==> config.mk <==
export PLATFORM = sky130hd
export DESIGN_NAME = snake_update_sched
export DESIGN_NICKNAME = d
export VERILOG_FILES = /design/src/rtl/snake_pkg.sv /design/src/rtl/snake_next_head.sv /design/src/rtl/snake_update_sched.sv
export SDC_FILE = /design/constraint.sdc
export NUM_CORES = 1
export LEC_CHECK = 0
export ABC_CLOCK_PERIOD_IN_PS = 4800
export BUFFER_PORTS_ARGS = -buffer_cell sky130_fd_sc_hd__buf_2
export CAP_MARGIN = 20
export CORE_MARGIN = 2
export CORE_UTILIZATION = 60
export CTS_CLUSTER_SIZE = 40
export DETAILED_ROUTE_END_ITERATION = 8
export PLACE_DENSITY_LB_ADDON = 0.2
export REMOVE_ABC_BUFFERS = 1
export SYNTH_ARGS = -nofsm -noshare
export SYNTH_HDL_FRONTEND = slang
export SYNTH_SLANG_ARGS = --single-unit
==> constraint.sdc <==
create_clock -name CLK_100MHz -period 4.8 [get_ports CLK_100MHz]
set_input_delay 0.96 -clock CLK_100MHz [delete_from_list [all_inputs] [get_ports CLK_100MHz]]
set_output_delay 0.96 -clock CLK_100MHz [all_outputs]
set_load 0.02 [all_outputs]
==> src/rtl/snake_pkg.sv <==
// Shared constants for the snake update scheduler: playfield size, segment
// store depth, heading encodings, FSM state encoding and start-of-game
// coordinates.
package snake_pkg;

  localparam int GRID_W  = 40;
  localparam int GRID_H  = 30;
  localparam int MAX_LEN = 64;

  localparam logic [1:0] DIR_UP    = 2'b00;
  localparam logic [1:0] DIR_RIGHT = 2'b01;
  localparam logic [1:0] DIR_DOWN  = 2'b10;
  localparam logic [1:0] DIR_LEFT  = 2'b11;

  localparam logic [2:0] ST_INIT      = 3'd0;
  localparam logic [2:0] ST_IDLE      = 3'd1;
  localparam logic [2:0] ST_WAIT_TICK = 3'd2;
  localparam logic [2:0] ST_WAIT_VB   = 3'd3;
  localparam logic [2:0] ST_SHIFT     = 3'd4;
  localparam logic [2:0] ST_HEAD      = 3'd5;
  localparam logic [2:0] ST_CHECK     = 3'd6;
  localparam logic [2:0] ST_DEAD      = 3'd7;

  localparam logic [5:0] INIT_HEAD_X = 6'd20;
  localparam logic [4:0] INIT_HEAD_Y = 5'd15;
  localparam logic [5:0] INIT_FOOD_X = 6'd30;
  localparam logic [4:0] INIT_FOOD_Y = 5'd15;
  localparam logic [6:0] INIT_LEN    = 7'd3;

  // Bit 1 of the encoding flips between a heading and its reverse.
  function automatic logic [1:0] opposite_dir(input logic [1:0] d);
    return d ^ 2'b10;
  endfunction

endpackage

==> src/rtl/snake_next_head.sv <==
// Next-head calculator for the snake scheduler.
// Ports:
//   head_x, head_y : current head cell
//   heading        : current heading
//   dir            : requested heading (a reversal request is ignored)
//   new_heading    : heading actually used for this step
//   next_x, next_y : head cell after the step (current cell if wall_out)
//   wall_out       : the step would leave the playfield
module snake_next_head
  import snake_pkg::*;
#(
  parameter int GRID_W = snake_pkg::GRID_W,
  parameter int GRID_H = snake_pkg::GRID_H
) (
  input  logic [5:0] head_x,
  input  logic [4:0] head_y,
  input  logic [1:0] heading,
  input  logic [1:0] dir,
  output logic [1:0] new_heading,
  output logic [5:0] next_x,
  output logic [4:0] next_y,
  output logic       wall_out
);

  always_comb begin
    new_heading = (dir == opposite_dir(heading)) ? heading : dir;
    next_x      = head_x;
    next_y      = head_y;
    wall_out    = 1'b0;
    case (new_heading)
      DIR_UP: begin
        if (head_y == 5'd0) wall_out = 1'b1;
        else                next_y   = head_y - 5'd1;
      end
      DIR_RIGHT: begin
        if (head_x == 6'(GRID_W - 1)) wall_out = 1'b1;
        else                          next_x   = head_x + 6'd1;
      end
      DIR_DOWN: begin
        if (head_y == 5'(GRID_H - 1)) wall_out = 1'b1;
        else                          next_y   = head_y + 5'd1;
      end
      default: begin
        if (head_x == 6'd0) wall_out = 1'b1;
        else                next_x   = head_x - 6'd1;
      end
    endcase
  end

endmodule

==> src/rtl/snake_update_sched.sv <==
// Snake game update scheduler. Each move tick is deferred to vertical
// blanking, then the body is shifted one slot down the external segment
// store, a new head is written, and the body is scanned for collisions.
// Ports:
//   CLK_100MHz, Reset      : clock, synchronous active-high reset
//   go, tick, VBlank, dir  : start/restart, move pulse, blanking, heading
//   randX, randY           : free-running random values for food placement
//   seg_raddr/seg_rx/ry    : segment store read port (combinational data)
//   seg_we/waddr/wx/wy     : segment store write port
//   length, food_x/y       : game state
//   busy, game_over        : status
//
// state      | meaning
// INIT       | write the three starting segments, load start state
// IDLE       | wait for go
// WAIT_TICK  | wait for a move tick
// WAIT_VB    | tick taken, wait for vertical blanking
// SHIFT      | copy seg[i-1] -> seg[i], i from top down to 1
// HEAD       | compute and write the new head (or die at the wall)
// CHECK      | compare head against seg[1..length-1], then food check
// DEAD       | frozen until go
module snake_update_sched
  import snake_pkg::*;
#(
  parameter int GRID_W  = snake_pkg::GRID_W,
  parameter int GRID_H  = snake_pkg::GRID_H,
  parameter int MAX_LEN = snake_pkg::MAX_LEN
) (
  input  logic        CLK_100MHz,
  input  logic        Reset,
  input  logic        go,
  input  logic        tick,
  input  logic        VBlank,
  input  logic [1:0]  dir,
  input  logic [10:0] randX,
  input  logic [10:0] randY,
  output logic [5:0]  seg_raddr,
  input  logic [5:0]  seg_rx,
  input  logic [4:0]  seg_ry,
  output logic        seg_we,
  output logic [5:0]  seg_waddr,
  output logic [5:0]  seg_wx,
  output logic [4:0]  seg_wy,
  output logic [6:0]  length,
  output logic [5:0]  food_x,
  output logic [4:0]  food_y,
  output logic        busy,
  output logic        game_over
);

  logic [2:0] state;
  logic [1:0] init_cnt;
  logic [6:0] idx;
  logic       grow_pending;
  logic [1:0] heading;
  logic [5:0] head_x;
  logic [4:0] head_y;

  logic [1:0] nh_heading;
  logic [5:0] nh_x;
  logic [4:0] nh_y;
  logic       nh_wall;

  logic [6:0] shift_top;
  logic       head_hit;
  logic [5:0] rand_fx;
  logic [4:0] rand_fy;
  logic       seg_we_raw;
  logic       unused_rand;

  snake_next_head #(
    .GRID_W (GRID_W),
    .GRID_H (GRID_H)
  ) u_next_head (
    .head_x      (head_x),
    .head_y      (head_y),
    .heading     (heading),
    .dir         (dir),
    .new_heading (nh_heading),
    .next_x      (nh_x),
    .next_y      (nh_y),
    .wall_out    (nh_wall)
  );

  // A pending growth extends the shift by one slot so the old tail survives.
  assign shift_top = grow_pending ? length : length - 7'd1;
  assign head_hit  = (seg_rx == head_x) && (seg_ry == head_y);

  // Fold out-of-range random values back into the playfield.
  assign rand_fx = (randX[5:0] >= 6'(GRID_W)) ? randX[5:0] - 6'(64 - GRID_W) : randX[5:0];
  assign rand_fy = (randY[4:0] >= 5'(GRID_H)) ? randY[4:0] - 5'(32 - GRID_H) : randY[4:0];

  // Upper random bits are not needed.
  assign unused_rand = ^{randX[10:6], randY[10:5]};

  assign busy      = !(state == ST_IDLE || state == ST_WAIT_TICK || state == ST_DEAD);
  assign game_over = (state == ST_DEAD);

  always_comb begin
    seg_raddr  = 6'd0;
    seg_we_raw = 1'b0;
    seg_waddr  = 6'd0;
    seg_wx     = 6'd0;
    seg_wy     = 5'd0;
    case (state)
      ST_INIT: begin
        seg_we_raw = 1'b1;
        seg_waddr  = {4'b0, init_cnt};
        seg_wx     = INIT_HEAD_X - {4'b0, init_cnt};
        seg_wy     = INIT_HEAD_Y;
      end
      ST_SHIFT: begin
        seg_raddr  = 6'(idx - 7'd1);
        seg_we_raw = 1'b1;
        seg_waddr  = idx[5:0];
        seg_wx     = seg_rx;
        seg_wy     = seg_ry;
      end
      ST_HEAD: begin
        seg_we_raw = !nh_wall;
        seg_wx     = nh_x;
        seg_wy     = nh_y;
      end
      ST_CHECK: seg_raddr = idx[5:0];
      default: ;
    endcase
  end

  // Reset suppresses the store write that the current state would issue.
  assign seg_we = seg_we_raw && !Reset;

  always_ff @(posedge CLK_100MHz) begin
    if (Reset) begin
      state        <= ST_INIT;
      init_cnt     <= 2'd0;
      idx          <= 7'd0;
      length       <= 7'd0;
      food_x       <= 6'd0;
      food_y       <= 5'd0;
      grow_pending <= 1'b0;
      heading      <= DIR_RIGHT;
      head_x       <= 6'd0;
      head_y       <= 5'd0;
    end else begin
      case (state)
        ST_INIT: begin
          init_cnt <= init_cnt + 2'd1;
          if (init_cnt == 2'd2) begin
            init_cnt     <= 2'd0;
            length       <= INIT_LEN;
            heading      <= DIR_RIGHT;
            head_x       <= INIT_HEAD_X;
            head_y       <= INIT_HEAD_Y;
            food_x       <= INIT_FOOD_X;
            food_y       <= INIT_FOOD_Y;
            grow_pending <= 1'b0;
            state        <= ST_IDLE;
          end
        end
        ST_IDLE:      if (go)     state <= ST_WAIT_TICK;
        ST_WAIT_TICK: if (tick)   state <= ST_WAIT_VB;
        ST_WAIT_VB: begin
          if (VBlank) begin
            idx   <= shift_top;
            state <= ST_SHIFT;
          end
        end
        ST_SHIFT: begin
          if (idx == 7'd1) begin
            if (grow_pending) begin
              length       <= length + 7'd1;
              grow_pending <= 1'b0;
            end
            state <= ST_HEAD;
          end else begin
            idx <= idx - 7'd1;
          end
        end
        ST_HEAD: begin
          if (nh_wall) begin
            state <= ST_DEAD;
          end else begin
            head_x  <= nh_x;
            head_y  <= nh_y;
            heading <= nh_heading;
            idx     <= 7'd1;
            state   <= ST_CHECK;
          end
        end
        ST_CHECK: begin
          if (head_hit) begin
            state <= ST_DEAD;
          end else if (idx == length - 7'd1) begin
            if (head_x == food_x && head_y == food_y) begin
              if (length < 7'(MAX_LEN)) grow_pending <= 1'b1;
              food_x <= rand_fx;
              food_y <= rand_fy;
            end
            state <= ST_WAIT_TICK;
          end else begin
            idx <= idx + 7'd1;
          end
        end
        ST_DEAD: begin
          if (go) begin
            init_cnt <= 2'd0;
            state    <= ST_INIT;
          end
        end
        default: state <= ST_INIT;
      endcase
    end
  end

endmodule

==> impl_metrics.env, run 1 <==
export IMPL_hp_class="reg2reg"
export IMPL_synth_top_area_share_pct=20.6
export IMPL_outcome="finished clean"
export IMPL_max_cap_violations=0
export IMPL_drt_pass1_iterations=6
export IMPL_core_um2=6830
export IMPL_yosysMostFrequentCell="nand2_1"
export IMPL_async_flop_share_pct=0
export IMPL_yosysWarnings=0
export IMPL_via_per_inst=6.63
export IMPL_io_buffers=72
export IMPL_ant_nets=0
export IMPL_rows=30
export IMPL_clk_pin_slew_worst_paths_ps=80
export IMPL_cts_root_buf="clkbuf_8"
export IMPL_n_antenna_cell=0
export IMPL_ir_drop_v=0.000208
export IMPL_grt_pass1_vias=4091
export IMPL_synth_area_um2=4280
export IMPL_end_kind="primary output"
export IMPL_grt_overflow_total=0
export IMPL_ctsResizeCount=0
export IMPL_netlist_cell_type_count=70
export IMPL_clock_sinks=44
export IMPL_grt_max_degree=38
export IMPL_holdBufCountCts=0
export IMPL_synth_main_ff_cell="dfxtp_1"
export IMPL_syn_to_final_growth_pct=8.95
export IMPL_yosys_top_cells_area="dfxtp_1 21%, ha_1 6.7%, xnor2_1 5.5%"
export IMPL_synth_edff_count=0
export IMPL_worstSetupPathType="in2out"
export IMPL_drtIter0Drc=510
export IMPL_nets=680
export IMPL_max_clock_path_buffers=2
export IMPL_htree_levels=2
export IMPL_postRouteWirelength_um=12800
export IMPL_fin_skew_ps=7.24
export IMPL_grt_use_total_pct=32.6
export IMPL_worst_pin_slew_ps=945
export IMPL_post_cts_buffers=0
export IMPL_start_util_pct=62.6
export IMPL_drv_slew=0
export IMPL_slowest_delay_ps=500
export IMPL_worst_endpoint_required_ps=3840
export IMPL_grt_antenna_before_repair=0
export IMPL_arrival_ps=3200
export IMPL_drcViolationCount=0
export IMPL_critPathTopFamily="simple AND/OR/NAND/NOR gates"
export IMPL_worstSkewPairLatency_ps=290
export IMPL_period_needed_ps=4160
export IMPL_setup_viol=0
export IMPL_yosysSeqAreaShare_pct=20.6
export IMPL_fin_crit_sh_pct=86.7
export IMPL_placed_area_um2=4580
export IMPL_drive_above_1_share_pct=16.9
export IMPL_die_y_um=88.4
export IMPL_slowest_stage="mux2_2"
export IMPL_gp_congestion=0.978
export IMPL_setup_tns_final_ps=0
export IMPL_hold_ws_ps=510
export IMPL_cts_tree="yes"
export IMPL_vias=4727
export IMPL_avgSynthCellArea_um2=7.31
export IMPL_crit_fanout=22
export IMPL_dp_hpwl_um=9080
export IMPL_ioPinCount=84
export IMPL_path_cells="buf_2 -> xor2_1 -> mux2_2 -> or3_1 -> and3_1 -> nor2_1 -> nor2_1 -> buf_2"
export IMPL_dieArea_um2=7820
export IMPL_pwr_density_cell_nw_per_um2=368
export IMPL_ys_top_cells_by_count="45 x nand2_1, 44 x dfxtp_1, 44 x o21ai_0, 42 x clkbuf_1, 41 x a21oi_1"
export IMPL_worst_path_buf_inv=2
export IMPL_fillers=651
export IMPL_die_width_um=88.4
export IMPL_cts_buffers=5
export IMPL_synth_seq_cells=44
export IMPL_slew_headroom_pct=36.9
export IMPL_pre_cts_slack_ps=699
export IMPL_rsz0062_at_grt="no"
export IMPL_finalHoldViolCount=0
export IMPL_worst_slack_ps=640
export IMPL_grt_pass1_wl_um=20400
export IMPL_synth_largest_area_cell="dfxtp_1"
export IMPL_startpoint_type="input port"
export IMPL_max_freq_ghz=0.240
export IMPL_avgRoutedWirePerCell_um=18.0
export IMPL_synth_cells=585
export IMPL_leakage_uw=0.00193
export IMPL_design_area_um2=4660
## final timing paths
check | from | end | slack [ps] | depth (start not counted)
max | dir[0] | seg_we | 640 | 8
max reg2reg | state[0]$_SDFFE_PP0P_ | head_x[3]$_SDFFE_PP0P_ | 1500 | 7
min reg2reg | food_y[4]$_SDFFE_PP0P_ | food_y[4]$_SDFFE_PP0P_ | 510 | 2
min | food_y[4]$_SDFFE_PP0P_ | food_y[4]$_SDFFE_PP0P_ | 510 | 2
## kinds of logic (layout without fill, tap and decap cells)
logic type | count (synthesis) | in the layout | share of synthesized area, %
buffers and inverters | 74 | 106 | 6.90
DFF | 44 | 44 | 20.6
muxes | 11 | 11 | 2.72
AOI/OAI and AO/OA | 186 | 186 | 29.4
and+or+nand+nor | 200 | 200 | 24.0
adders and majority gates | 23 | 23 | 6.73
xor gates and xnor gates | 47 | 47 | 9.62
## sequential cells by signal, summed over array words and instances, names as in the netlist, 3 cells and up
signal  flops
length      7
idx         7
state       3
food_x      6
head_y      5
head_x      6
food_y      5
## per-layer routing
metal	track usage (%)	routed length, um	vias to the layer above
met1	47.8	5510	2170
met2	50.6	5740	297
li1	-	-	2226
met3	5.41	1350	34
met5	0	0	-
met4	6.75	238	0
## metrics by stage
step / power [uW] / util [%] / cells
2_1_floorplan: 1190 / - / 533
3_3_place_gp: 1440 / 67.1 / 706
3_5_place_dp: 1480 / 67.1 / 706
4_1_cts: 1700 / 68.2 / 713
5_1_grt: 1840 / 68.2 / 713
6_report: 1720 / 68.2 / 713
## power by group
part	internal, uW	total [uW]	switching (uW)
registers	415	514	99.1
logic	383	977	594
clock network	99.3	225	126
## layout by cell type, fill, tap and decap left out, types with 4 or more instances in the layout
master,count
o221ai_1,5
buf_2,72
inv_1,22
xor2_1,20
a21o_1,6
o22ai_1,5
a311oi_1,4
a31oi_1,11
o211ai_1,8
nor2_1,36
nor4_1,6
ha_1,23
nor2b_1,5
nand2_1,45
o21ai_0,44
or3_1,8
a21oi_1,41
xnor2_1,27
buf_4,5
mux2i_1,6
nand3_1,24
a211oi_1,11
clkbuf_8,5
mux2_2,5
and2_1,6
nand4_1,13
nor3_1,24
o31ai_1,4
nand2b_1,6
a22oi_1,4
and3_1,9
dfxtp_1,44
## worst min-delay path, delay by kind of cell (launching register included)
family / cells / cell delay [ps]
compound gates: 1 / 60
simple gates: 1 / 70
flops: 1 / 340
## cell type report
| type | instances | area (um2) | area share, % |
|---|---|---|---|
| Timing Repair Buffer | 77 | 398 | 8.54 |
| Clock inverter | 1 | 5.00 | 0.107 |
| Tap cell | 96 | 120 | 2.58 |
| Inverter | 22 | 82.6 | 1.77 |
| Clock buffer | 6 | 72.6 | 1.56 |
| Sequential cell | 44 | 881 | 18.9 |
| Multi-Input combinational cell | 467 | 3100 | 66.6 |
Note: power is estimated with default switching activity, not from simulation.
==> inputs of run 2 (changes only) <==
Settings changed: ABC_CLOCK_PERIOD_IN_PS 4800 to default, CORE_UTILIZATION 60 to 57.
Clock period 4.8 ns to 4.5 ns, I/O delays scaled along.
==> run 2 against run 1 <==
Clock skew down 3.2 ps. Sequential power rose by 6.6%. Sequential share of layout area down 0.15 points. Combinational power rose by 6%. Largest power group unchanged. Highest routed layer unchanged.
==> impl_metrics.env, run 2 (synthesis results as in run 1) <==
export IMPL_outcome="finished clean"
export IMPL_cts_root_buf="clkbuf_8"
export IMPL_final_common_cell="buf_2"
export IMPL_die_y_um=90.6
export IMPL_grt_antenna_before_repair=0
export IMPL_setup_tns_final_ps=0
export IMPL_seqPwrFrac_pct=29.9
export IMPL_nets=684
export IMPL_pwr_density_cell_nw_per_um2=390
export IMPL_ant_nets=0
export IMPL_core_um2=7250
export IMPL_reg_top3="idx: 7 flops, length: 7 flops"
export IMPL_layout_common_cells="72 x buf_2, 45 x nand2_1, 44 x o21ai_0, 44 x dfxtp_1, 41 x a21oi_1"
export IMPL_cts_tree="yes"
export IMPL_dp_hpwl_um=9180
export IMPL_via_per_inst=6.51
export IMPL_syn_to_final_growth_pct=9.83
export IMPL_period_needed_ps=3990
export IMPL_setup_viol=0
export IMPL_drcViolationCount=0
export IMPL_die_width_um=90.6
export IMPL_avgRoutedWirePerCell_um=17.7
export IMPL_ctsResizeCount=0
export IMPL_holdBufCountCts=0
export IMPL_rsz0062_at_grt="no"
export IMPL_start_util_pct=59.0
export IMPL_cts_buffers=5
export IMPL_drv_slew=0
export IMPL_grt_max_degree=37
export IMPL_grt_use_total_pct=30.4
export IMPL_grt_overflow_total=0
export IMPL_p_int_uw=961
export IMPL_worstSetupPathType="in2out"
export IMPL_gp_congestion=0.994
export IMPL_p_comb_share_pct=56.6
export IMPL_p_sw_uw=870
export IMPL_ir_drop_v=0.000212
export IMPL_hold_ws_ps=505
export IMPL_pre_cts_slack_ps=572
export IMPL_drtIter0Drc=561
export IMPL_htree_levels=2
export IMPL_fin_skew_ps=4.03
export IMPL_worst_pin_slew_ps=933
export IMPL_drt_pass1_iterations=8
export IMPL_leakage_uw=0.00194
export IMPL_hp_class="reg2reg"
export IMPL_rrSetupSlack_ps=1510
export IMPL_post_cts_buffers=0
export IMPL_grt_pass1_wl_um=20600
export IMPL_io_buffers=72
export IMPL_finalHoldViolCount=0
export IMPL_max_cap_violations=0
export IMPL_max_clock_path_buffers=2
export IMPL_end_kind="primary output"
export IMPL_dieArea_um2=8210
export IMPL_p_total_uw=1830
export IMPL_switching_share_pct=47.5
export IMPL_startpoint_type="input port"
export IMPL_crit_fanout=22
export IMPL_n_antenna_cell=0
export IMPL_arrival_ps=3090
export IMPL_fin_crit_sh_pct=88.7
export IMPL_worstSkewPairLatency_ps=300
export IMPL_vias=4688
export IMPL_worst_slack_ps=507
export IMPL_worst_endpoint_required_ps=3600
export IMPL_pwr_share_clk_pct=13.5
export IMPL_ioPinCount=84
export IMPL_reg2reg_depth=8
export IMPL_hold_depth=2
export IMPL_rows=31
export IMPL_clk_pin_slew_worst_paths_ps=90
export IMPL_slew_headroom_pct=37.8
export IMPL_grt_pass1_vias=4099
export IMPL_post_route_util_pct=64.8
export IMPL_postRouteWirelength_um=12700
export IMPL_clock_sinks=44
export IMPL_max_freq_ghz=0.250
export IMPL_drive_above_1_share_pct=17.6
run 2: through the flow:
step	instance area, um2	std cells
3_3_place_gp	4620	713
6_report	4700	720
2_1_floorplan	4070	533
3_5_place_dp	4620	713
5_1_grt	4700	720
4_1_cts	4700	720
run 2: worst max-delay path, cell delays in order:
cell and delay, ps:
buf_2 330, xor2_1 280, mux2i_1 670, o211ai_1 180, a211oi_1 310, a21oi_1 80
o21ai_0 160, buf_2 180
run 2: routing by layer:
metal	share of wire [%]	track usage, %	wire, um
met3	9.9	4.17	1270
met2	45	49.4	5670
met1	44	42.5	5540
met5	0	0	0
met4	1.9	7.69	244
run 2: worst paths after layout:
path / from / end
setup / recovery: dir[0] / seg_wy[2]
hold / removal: food_y[3]$_SDFFE_PP0P_ / food_y[3]$_SDFFE_PP0P_
setup reg to reg: head_y[1]$_SDFFE_PP0P_ / idx[1]$_SDFFE_PP0P_
hold reg to reg: food_y[3]$_SDFFE_PP0P_ / food_y[3]$_SDFFE_PP0P_
run 2: area by class of cell:
type,instances,area [um2]
Multi-Input combinational cell,467,3100
Fill cell,683,2550
Sequential cell,44,881
Timing Repair Buffer,81,428
Tap cell,99,124
Inverter,22,82.6
Clock buffer,5,68.8
Clock inverter,2,12.5
run 2: power by group through the flow:
stage / logic [uW] / clock network (uW) / registers [uW]
3_5_place_dp: 1020 / 0 / 553
3_3_place_gp: 990 / 0 / 551
5_1_grt: 1140 / 265 / 556
4_1_cts: 1020 / 249 / 544
2_1_floorplan: 722 / 0 / 552
6_report: 1040 / 248 / 548
==> inputs of run 3 (changes only) <==
Settings changed: SYNTH_HIERARCHICAL from default to 1.
==> run 3 against run 2 <==
Clock power rose by 27%. Sequential power increased by 2%. Critical path depth rose by 2. Core utilization shrank 0.19 points. Clock skew is 2.2 ps higher. Synthesized cell count is 1.9% lower. Register-to-register slack worse by 80 ps. Count of clock-buffer cells in the layout up 1. Via count is 2.8% lower. Worst setup slack gained 66 ps. Sequential share of layout area up 0.26 points. Sequential cell count unchanged.
==> impl_metrics.env, run 3 <==
export IMPL_outcome="finished clean"
export IMPL_postRouteWirelength_um=12100
export IMPL_synth_largest_area_cell="dfxtp_1"
export IMPL_n_antenna_cell=0
export IMPL_worst_endpoint_required_ps=3600
export IMPL_max_clock_path_buffers=2
export IMPL_nets=677
export IMPL_end_kind="primary output"
export IMPL_hold_depth=2
export IMPL_path_cells="buf_2 -> xor2_2 -> mux2i_4 -> inv_4 -> nor3_1 -> nor3b_1 -> nor2_1 -> nor2_1 -> nor2_1 -> buf_2"
export IMPL_yosys_top_cells_area="dfxtp_1 21%, xnor2_1 7.5%, ha_1 6.6%"
export IMPL_rows=31
export IMPL_synth_main_ff_cell="dfxtp_1"
export IMPL_pwr_density_cell_nw_per_um2=398
export IMPL_avgSynthCellArea_um2=7.29
export IMPL_reg2reg_depth=8
export IMPL_netlist_cell_type_count=71
export IMPL_pre_cts_slack_ps=644
export IMPL_max_freq_ghz=0.255
export IMPL_grt_pass1_wl_um=19400
export IMPL_clock_sinks=44
export IMPL_yosysMostFrequentCell="nand2_1"
export IMPL_worstSkewPairLatency_ps=300
export IMPL_avgRoutedWirePerCell_um=17.0
export IMPL_start_util_pct=58.3
export IMPL_syn_to_final_growth_pct=10.7
export IMPL_crit_fanout=15
export IMPL_synth_cells=574
export IMPL_startpoint_type="input port"
export IMPL_synth_mux_area_share_pct=1.76
export IMPL_grt_pass1_vias=3948
export IMPL_setup_viol=0
export IMPL_synth_edff_count=0
export IMPL_fin_skew_ps=6.28
export IMPL_worst_slack_ps=573
export IMPL_ant_nets=0
export IMPL_via_per_inst=6.37
export IMPL_final_common_cell="buf_2"
export IMPL_ys_top_cells_by_count="52 x nand2_1, 45 x nor2_1, 44 x dfxtp_1, 37 x a21oi_1, 36 x xnor2_1"
export IMPL_synth_compound_area_share_pct=26.6
export IMPL_synth_top_family_by_area="compound AO/OA/AOI/OAI gates"
export IMPL_arrival_ps=3030
export IMPL_grt_overflow_total=0
export IMPL_io_buffers=72
export IMPL_holdBufCountCts=0
export IMPL_slew_headroom_pct=39.2
export IMPL_clk_pin_slew_worst_paths_ps=90
export IMPL_fin_crit_sh_pct=87.3
export IMPL_yosysWarnings=6
export IMPL_synth_top_area_share_pct=21.0
export IMPL_synth_xor_area_share_pct=10.6
export IMPL_grt_antenna_before_repair=0
export IMPL_drv_slew=0
export IMPL_period_needed_ps=3930
export IMPL_synth_area_um2=4190
export IMPL_slowest_delay_ps=440
export IMPL_worst_pin_slew_ps=904
export IMPL_worstSetupPathType="in2out"
export IMPL_drtIter0Drc=506
export IMPL_die_width_um=89.7
export IMPL_leakage_uw=0.00181
export IMPL_ir_drop_v=0.000199
export IMPL_grt_max_degree=40
export IMPL_dp_hpwl_um=8580
export IMPL_core_um2=7180
export IMPL_finalHoldViolCount=0
export IMPL_vias=4556
export IMPL_cp_common_cell="nor2_1"
export IMPL_slowest_stage="mux2i_4"
export IMPL_cts_tree="yes"
export IMPL_synth_simple_area_share_pct=25.9
export IMPL_yosys_area_share_adder_pct=6.58
export IMPL_layout_common_cells="72 x buf_2, 52 x nand2_1, 45 x nor2_1, 44 x dfxtp_1, 37 x a21oi_1"
export IMPL_max_cap_violations=0
export IMPL_drive_above_1_share_pct=15.9
export IMPL_dieArea_um2=8040
export IMPL_post_cts_buffers=0
export IMPL_cts_root_buf="clkbuf_8"
export IMPL_hp_class="reg2reg"
export IMPL_grt_use_total_pct=30.5
export IMPL_ioPinCount=84
export IMPL_synth_seq_cells=44
export IMPL_drt_pass1_iterations=6
export IMPL_drcViolationCount=0
export IMPL_htree_levels=2
export IMPL_cts_buffers=5
export IMPL_yosysSeqAreaShare_pct=21.0
export IMPL_ctsResizeCount=0
export IMPL_rsz0062_at_grt="no"
export IMPL_reg_top3="idx: 7 flops, length: 7 flops"
export IMPL_setup_tns_final_ps=0
export IMPL_async_flop_share_pct=0
export IMPL_die_y_um=89.7
export IMPL_gp_congestion=0.968
## run 3: changes by cell type after synthesis, moves of 8 or more
cell,change
inv_1,+9
o21ai_0,-13
clkbuf_1,-8
xor2_1,-9
xnor2_1,+9
nor2_1,+9
## run 3: logic make-up after synthesis
| kind of cell | after synthesis |
|---|---|
| buffers and inverters | 77 |
| AO/OA/AOI/OAI | 160 |
| flip-flops | 44 |
| adder cells (fa/ha/maj) | 22 |
| AND/OR/NAND/NOR | 216 |
| multiplexers | 6 |
| XOR/XNOR | 49 |
## run 3: final timing paths
path                     startpoint                      to  slack (ps)
max                          dir[0]                  seg_we         570
min          food_x[2]$_SDFFE_PP0P_  food_x[2]$_SDFFE_PP0P_         480
max reg2reg  length[0]$_SDFFE_PP0P_   state[2]$_SDFFE_PP0P_        1430
min reg2reg  food_x[2]$_SDFFE_PP0P_  food_x[2]$_SDFFE_PP0P_         480
## run 3: routing by layer
layer	share of wire (%)	vias to the layer above	GRT usage, %
met5	0	-	0
met4	2.1	0	9.50
met3	7.6	23	3.66
met2	44	235	46.1
met1	46	2148	45.3
li1	-	2150	-
## run 3: final cells by class
type / count / area [um2]
Clock buffer: 6 / 72.6
Inverter: 33 / 126
Tap cell: 99 / 124
Multi-Input combinational cell: 453 / 2990
Clock inverter: 2 / 35.0
Fill cell: 688 / 2540
Timing Repair Buffer: 78 / 405
Sequential cell: 44 / 881
## run 3: where the power goes
part           internal (uW)  switching [uW]
sequential               445             112
combinational            388             586
clock                    165             149
total                    997             847
## run 3: critical path: cells and delay by family
kind / cells / cell delay, ps
buf+inv: 3 / 570
xor+xnor: 1 / 230
mux: 1 / 440
simple gates: 5 / 880
## run 3: metrics by stage
stage / instances / total power [uW] / area, um2 / hold WS [ps] / utilization (%)
floorplan: 530 / 1240 / 4000 / 466 / -
global placement: 707 / 1500 / 4530 / 471 / 63.1
detailed placement: 707 / 1530 / 4530 / 472 / 63.1
CTS: 715 / 1840 / 4630 / 485 / 64.6
global route: 715 / 1980 / 4630 / 519 / 64.6
finish: 715 / 1840 / 4630 / 483 / 64.6
